`src/rtl/bfs_csr_ctrl.sv`:
```
// MMIO control/status block for the BFS servers_system: decodes CCI-P MMIO,
// sequences worklist-service start ahead of BFS start, and captures results.
module bfs_csr_ctrl #(
   parameter logic [127:0] AFU_ID    = 128'h0,
   parameter int           START_GAP = 4,
   parameter logic [63:0]  DFH_VALUE = 64'h1000_0000_0000_1001
) (
   input  logic        CLK,
   input  logic        RST_N,
   input  logic        mmio_wr_valid,
   input  logic [15:0] mmio_wr_addr,
   input  logic [63:0] mmio_wr_data,
   input  logic        mmio_rd_valid,
   input  logic [15:0] mmio_rd_addr,
   input  logic [8:0]  mmio_rd_tid,
   output logic        mmio_rsp_valid,
   output logic [8:0]  mmio_rsp_tid,
   output logic [63:0] mmio_rsp_data,
   output logic        start_worklistServiceMod,
   output logic        start_afuBFS,
   output logic [31:0] setCapacity_worklistServiceMod,
   output logic [63:0] setRd_addr_readNodes,
   output logic [63:0] setRd_addr_readEdges,
   output logic [63:0] setRd_addr_readDistance,
   output logic [63:0] setWr_addr_writeDistance,
   output logic [63:0] setRd_addr_readWorklist,
   output logic [63:0] setWr_addr_writeWorklist,
   input  logic        finish_afuBFS,
   input  logic [63:0] getNodesTchd_afuBFS
);

   typedef enum logic [1:0] {IDLE = 2'd0, ARM = 2'd1, RUN = 2'd2, DONE = 2'd3} state_t;

   state_t      state_q, state_d;
   logic [3:0]  gap_q;
   logic [63:0] cycles_q, nodes_q;
   logic        done_q;
   logic        wl_d, bfs_d, launch, capture, gap_dec, cnt_inc;
   logic        ctrl_wr, go, abort, cfg_ok, busy;
   logic [63:0] rd_data;

   assign ctrl_wr = mmio_wr_valid && (mmio_wr_addr == 16'h0020);
   // abort wins over go when both bits arrive in one write
   assign abort   = ctrl_wr && mmio_wr_data[2];
   assign go      = ctrl_wr && mmio_wr_data[0] && !mmio_wr_data[2];
   assign cfg_ok  = (state_q == IDLE) || (state_q == DONE);
   assign busy    = (state_q == ARM) || (state_q == RUN);

   always_ff @(posedge CLK or negedge RST_N) begin
      if (!RST_N) state_q <= IDLE;
      else        state_q <= state_d;
   end

   always_comb begin
      state_d = state_q;
      wl_d    = 1'b0;
      bfs_d   = 1'b0;
      launch  = 1'b0;
      capture = 1'b0;
      gap_dec = 1'b0;
      cnt_inc = 1'b0;
      case (state_q)
         IDLE, DONE: if (go) begin
            state_d = ARM;
            wl_d    = 1'b1;
            launch  = 1'b1;
         end
         ARM: begin
            if (abort) state_d = IDLE;
            else if (gap_q == 4'd0) begin
               state_d = RUN;
               bfs_d   = 1'b1;
            end else gap_dec = 1'b1;
         end
         RUN: begin
            if (abort) state_d = IDLE;
            else if (finish_afuBFS) begin
               state_d = DONE;
               capture = 1'b1;
            end else cnt_inc = 1'b1;
         end
         default: state_d = IDLE;
      endcase
   end

   always_ff @(posedge CLK or negedge RST_N) begin
      if (!RST_N) begin
         start_worklistServiceMod <= 1'b0;
         start_afuBFS             <= 1'b0;
         gap_q                    <= '0;
         cycles_q                 <= '0;
         nodes_q                  <= '0;
         done_q                   <= 1'b0;
      end else begin
         start_worklistServiceMod <= wl_d;
         start_afuBFS             <= bfs_d;
         if (launch) begin
            gap_q    <= 4'(START_GAP);
            cycles_q <= '0;
            done_q   <= 1'b0;
         end else begin
            if (gap_dec) gap_q <= gap_q - 4'd1;
            if (cnt_inc && (cycles_q != '1)) cycles_q <= cycles_q + 64'd1;
         end
         if (capture) begin
            nodes_q <= getNodesTchd_afuBFS;
            done_q  <= 1'b1;
         end
      end
   end

   // configuration CSRs are frozen while a traversal is in flight
   always_ff @(posedge CLK or negedge RST_N) begin
      if (!RST_N) begin
         setCapacity_worklistServiceMod <= '0;
         setRd_addr_readNodes           <= '0;
         setRd_addr_readEdges           <= '0;
         setRd_addr_readDistance        <= '0;
         setWr_addr_writeDistance       <= '0;
         setRd_addr_readWorklist        <= '0;
         setWr_addr_writeWorklist       <= '0;
      end else if (mmio_wr_valid && cfg_ok) begin
         case (mmio_wr_addr)
            16'h0022: setCapacity_worklistServiceMod <= mmio_wr_data[31:0];
            16'h0024: setRd_addr_readNodes           <= mmio_wr_data;
            16'h0026: setRd_addr_readEdges           <= mmio_wr_data;
            16'h0028: setRd_addr_readDistance        <= mmio_wr_data;
            16'h002A: setWr_addr_writeDistance       <= mmio_wr_data;
            16'h002C: setRd_addr_readWorklist        <= mmio_wr_data;
            16'h002E: setWr_addr_writeWorklist       <= mmio_wr_data;
            default: ;
         endcase
      end
   end

   always_comb begin
      rd_data = '0;
      case (mmio_rd_addr)
         16'h0000: rd_data = DFH_VALUE;
         16'h0002: rd_data = AFU_ID[63:0];
         16'h0004: rd_data = AFU_ID[127:64];
         16'h0022: rd_data = {32'd0, setCapacity_worklistServiceMod};
         16'h0024: rd_data = setRd_addr_readNodes;
         16'h0026: rd_data = setRd_addr_readEdges;
         16'h0028: rd_data = setRd_addr_readDistance;
         16'h002A: rd_data = setWr_addr_writeDistance;
         16'h002C: rd_data = setRd_addr_readWorklist;
         16'h002E: rd_data = setWr_addr_writeWorklist;
         16'h0030: rd_data = {60'd0, state_q, busy, done_q};
         16'h0032: rd_data = nodes_q;
         16'h0034: rd_data = cycles_q;
         default:  rd_data = '0;
      endcase
   end

   always_ff @(posedge CLK or negedge RST_N) begin
      if (!RST_N) begin
         mmio_rsp_valid <= 1'b0;
         mmio_rsp_tid   <= '0;
         mmio_rsp_data  <= '0;
      end else begin
         mmio_rsp_valid <= mmio_rd_valid;
         mmio_rsp_tid   <= mmio_rd_valid ? mmio_rd_tid : 9'd0;
         mmio_rsp_data  <= mmio_rd_valid ? rd_data : 64'd0;
      end
   end

endmodule
```
`config.mk`:
```
export PLATFORM = sky130hd
export DESIGN_NAME = bfs_csr_ctrl
export DESIGN_NICKNAME = d
export VERILOG_FILES = /design/src/rtl/bfs_csr_ctrl.sv
export SDC_FILE = /design/constraint.sdc
export NUM_CORES = 1
export LEC_CHECK = 0
export BUFFER_PORTS_ARGS = -buffer_cell sky130_fd_sc_hd__buf_2
export CELL_PAD_IN_SITES_DETAIL_PLACEMENT = 0
export CELL_PAD_IN_SITES_GLOBAL_PLACEMENT = 2
export CORE_UTILIZATION = 38
export DETAILED_ROUTE_END_ITERATION = 16
export GPL_TIMING_DRIVEN = 0
export PLACE_DENSITY_LB_ADDON = 0.1
export SETUP_SLACK_MARGIN = 0.5
export SLEW_MARGIN = 20
export SYNTH_ARGS = -nofsm -noshare
export SYNTH_HDL_FRONTEND = slang
export SYNTH_SLANG_ARGS = --single-unit
```
`constraint.sdc`:
```
create_clock -name CLK -period 7.3 [get_ports CLK]
set_input_delay 1.095 -clock CLK [delete_from_list [all_inputs] [get_ports CLK]]
set_output_delay 1.095 -clock CLK [all_outputs]
set_load 0.01 [all_outputs]
```
* Word-level counts from Yosys, hierarchy flattened
Cells that the tools add are included.
Word-level totals: register bits after elaboration 627, bits in latches 0, RAM bits 0, ROM bits 0, input bits 174, output and inout port bits 492, logic and storage cells 97, memories 0
Operators by class: add/sub/neg operators 2, $mul 0, div/mod/pow operators 0, $lt $le $gt $ge 0, equality and inequality tests 25, shifts and indexed selects 0, muxes and demuxes 29, bitwise operators 0, reductions and logical operators 24
Operators with widths (count):
- 64-bit case mux with 11 select lines | 1
- 16-bit by 6-bit equality test with 1-bit output (second input constant) | 18
- 64-bit two-way mux | 3
- 64-bit by 1-bit adder with 64-bit output (second input constant) | 1
- 64-bit != test (second input constant) | 1
- 16-bit logical NOT | 1
- 1-bit two-way mux | 16
- 2-bit AND reduction | 7
- 2-bit two-way mux | 5
- 9-bit two-way mux | 1
- 4-bit two-way mux | 2
- 1-bit logical AND | 6
- 2-bit case mux with 3 select lines | 1
- 2-bit nonzero test | 3
- 2-bit equality test (second input constant) | 2
- 4-bit logical NOT | 1
- 4-bit by 1-bit subtractor with 4-bit output (second input constant) | 1
- 3-bit by 2-bit != test with 1-bit output (second input constant) | 1
- 3-bit != test (second input constant) | 1
- 3-bit AND reduction | 1
- 2-bit by 1-bit equality test with 1-bit output (second input constant) | 1
- 2-bit logical NOT | 1
- 1-bit logical OR | 2
- 2-bit != test (second input constant) | 1
- 2 further kinds | 2

* Depth between registers and ports, before layout
depth after elaboration 8, gate-level depth with buffers 9, depth with buffers taken out 8

* Worst setup path before layout
Ideal clock, no wire load.
kind in2reg, start point in mmio_rd_addr[4], end point reg mmio_rsp_data[4], setup time 82 ps, arrival time 3137 ps, data required time 7218 ps, setup slack 4082 ps, cell stages on the path 7, buffers on the path 2, path through or4b_1 -> or4_1 -> clkbuf_1 -> nor3_2 -> clkbuf_1 -> a22oi_1 -> a31oi_1
On the way: word-level cells in the longest chain between the ends 3, elaborated cells between the ends (all ways) 13, classes of those cells eq/ne (10); mux (2); reduce/logical (1)
RTL lines:
- start, declared | RTL line 14 | input logic [15:0] mmio_rd_addr,
- 16-bit by 6-bit equality test with 1-bit output / 16-bit logical NOT (equally long branches) | RTL line 138 | case (mmio_rd_addr)
- 64-bit case mux with 11 select lines * | RTL line 138
- 64-bit two-way mux * | RTL line 164 | mmio_rsp_data <= mmio_rd_valid ? rd_data : 64'd0;
- end signal, assigned | RTL line 164
- end, declared | RTL line 18 | output logic [63:0] mmio_rsp_data,
Every way passes the cells marked *; elsewhere a longest branch is shown, timed or not. A chain may end at the register's enable or synchronous reset.

* Worst setup path in the final report
start point in mmio_rd_addr[13], end point reg mmio_rsp_data[6]
The elaborated chain is that of the path after synthesis.

==> flow_metrics.tcl <==
set metrics [dict create \
    slew_viol_final 0 \
    placed_area_um2 31880 \
    clk_pin_slew_worst_paths_ps 60 \
    crit_start "mmio_rd_addr[13]" \
    routed_wl_um 109600 \
    finalPower_mw 8.062 \
    clock-sinks 627 \
    grt_max_degree 96 \
    final_area_um2 34230 \
    critical-path-max-stage-delay_ps 880 \
    whs_ps 377.3 \
    setup_viol 0 \
    use_met2 0.5121 \
    start_util 0.3856 \
    syn_area_um2 27100 \
    path_max_fanout 10 \
    async_flop_share 1.000 \
    fin_crit_ps 4076 \
    synth_warnings 0 \
    synth-simple-area-share 0.06242 \
    ys_types 60 \
    synth_nets 2221 \
    reg2reg_from "cycles_q[28]" \
    num_vias 21410 \
    drtIter0Drc 1490 \
    nets 2968 \
    hold_violations 0 \
    drc_errors 0 \
    status "finished, final reports clean" \
    viasPerCell 5.653 \
    cts_buffers 72 \
    synthMostInstantiatedCell "dfrtp_1" \
    cts_setup_buffers 0 \
    reg2reg_to "cycles_q[25]" \
    cts_hold_buffers 0 \
    drive_gt1_frac 0.4573 \
    synth_area_per_cell_um2 13.26 \
    synth_top_family_by_area "multiplexers" \
    r2r_setup_slack_ps 3680 \
    syn2layout_area_growth_pct 26.32 \
    ioPinCount 666 \
    die_h_um 269.1 \
    busiest_layer "met2" \
    synth_fa_ha_area_frac 0.001847 \
    maxCapViolations 0 \
    final_antenna_net_count 0 \
    dp.final_hpwl_um 80280 \
    finalClockSkew_ps 13.12 \
    path_buf_inv 3 \
    grt_pass1_vias 21630 \
    cts.repair.resized 0 \
    max-clock-path-buffers 3 \
    cp-end-kind "flop" \
    die_area_um2 72390 \
    synth_xor_area_frac 0.003555 \
    htreeDepth 3 \
    grt_pass1_wl_um 154500 \
    crit_end "mmio_rsp_data[6]" \
    critPathRequiredTime_ps 7790 \
    max_freq_ghz 0.2453 \
    use_met1 0.3809 \
    total_leakage_power_nw 17.30 \
    utilization 0.4871 \
    synth_compound_area_frac 0.1121 \
    start_kind "input pin" \
    synth.area.top_cells "dfrtp_1, mux2_2, a221oi_1" \
    period_share 0.5583 \
    antenna_found_initial 8 \
    core-area_um2 70270 \
    crit_slowest_cell "nor3_2" \
    synth_common_cells "dfrtp_1, mux2_2, clkbuf_1, a21oi_1, a22oi_1" \
    avgRoutedWirePerCell_um 28.93 \
    netlist_instances 2043 \
    crit_chain "buf_2 -> or4_1 -> or4_1 -> clkbuf_1 -> nor3_2 -> clkbuf_1 -> a22oi_1 -> a31oi_1" \
    grt_usage 0.2972 \
    ir_drop_uv 148.3 \
    root_buffer "clkbuf_16" \
    arrival_ps 4570 \
    grt.met3_usage 0.05260 \
    num_rows 97 \
    rsz0062_at_grt "no" \
    critical_path_cell_count 8 \
    synth_seq_cells 627 \
    gr-total-overflow 0 \
    worst_pin_slew_ps 1188 \
    ff2ff_path_depth 7 \
    synth_edf_count 0 \
    synth_top_area_frac 0.5790 \
    synth_top_cell_by_area "dfrtp_1" \
    yosys_most_used_dff "dfrtp_1" \
    drt_first_pass_iters 9 \
    p_per_area_nw_per_um2 235.5 \
    cts_tree "built" \
    gp_congestion 0.8660 \
    port_buffers 662 \
    clk_latency_ps 610 \
    synth_mux_area_frac 0.2191 \
    path_delay_family "simple AND/OR/NAND/NOR gates" \
    ys_seq_area_frac 0.5790 \
    setup.worst_path.class "in -> reg" \
    slew-limit-headroom 0.2083 \
    die_x_um 269.1 \
    hold_path.class "in -> async" \
]
[flip-flops by register name (all words and copies together) (netlist names), 2 cells and up]
name,count
cycles_q,64
gap_q,4
mmio_rsp_data,64
mmio_rsp_tid,9
nodes_q,64
setCapacity_worklistServiceMod,32
setRd_addr_readDistance,64
setRd_addr_readEdges,64
setRd_addr_readNodes,64
setRd_addr_readWorklist,64
setWr_addr_writeDistance,64
setWr_addr_writeWorklist,64
state_q,2
[cell usage in the layout, fill, tap and decap left out, drive strengths merged, types with 3 or more instances in the layout]
cell type  instances
a22oi             68
or4               22
nor3              14
diode              3
and2              13
dfrtp            627
a222oi            35
a221oi            61
nand2             50
and3              13
clkinv             7
or3               38
nand2b             6
a21oi             79
nand3             36
mux2i             51
xnor2              9
nor2b              4
buf              697
nor2              45
nand4             20
mux2             482
ha                 4
o2bb2ai           47
o211ai             9
nor4              17
clkbuf           233
o21ai             39
a21o               3
o31ai              8
or2                3
and4               7
a22o              14
a31oi             40
inv               16
[power by group]
part / switching, mW / leakage (nW) / internal (mW)
sequential: 0.139 / 8.60 / 3.69
clock: 1.48 / 1.14 / 2.13
combinational: 0.326 / 7.57 / 0.291
[worst min-delay path by stage]
stage                     slack [ps]                           to  startpoint  cells after the start
final                            380  setWr_addr_writeDistance[8]       RST_N                      1
after global placement           460                       done_q      done_q                      1
after detailed placement         480                       done_q      done_q                      1
after floorplan                  450                       done_q      done_q                      1
after global routing             390  setWr_addr_writeDistance[8]       RST_N                      1
after CTS                        370  setWr_addr_writeDistance[8]       RST_N                      1
[layout make-up]
cell class	count	area, um^2
Tap cell	940	1176
Fill cell	6488	36040
Sequential cell	627	15690
Buffer	138	551.8
Inverter	16	60.06
Multi-Input combinational cell	1262	10840
Antenna cell	3	7.507
Clock buffer	119	2246
Timing Repair Buffer	673	3565
Clock inverter	10	95.09
[layer usage]
metal,wire length (um),share of wire
met1,45240,0.41
met2,55210,0.50
met3,6123,0.056
met4,2962,0.027
met5,34,0.00031
[logic make-up (layout without fill, tap and decap cells)]
logic type,count (synthesis),count (layout)
AO/OA/AOI/OAI,417,417
XOR/XNOR,11,11
adder cells (fa/ha/maj),4,4
buffers and inverters,154,956
flip-flops,627,627
multiplexers,533,533
other,0,3
AND/OR/NAND/NOR,297,297
[through the flow]
| stage | setup WS (ps) | TNS (ps) | cells |
|---|---|---|---|
| final | 3224 | 0 | 3788 |
| after global routing | 3131 | 0 | 3786 |
| after CTS | 3293 | 0 | 3785 |
| after detailed placement | 2666 | 0 | 3656 |
| after global placement | -8151 | -5051810 | 3645 |
| after floorplan | 4082 | 0 | 2043 |
Power figures use the tool's default switching activity.
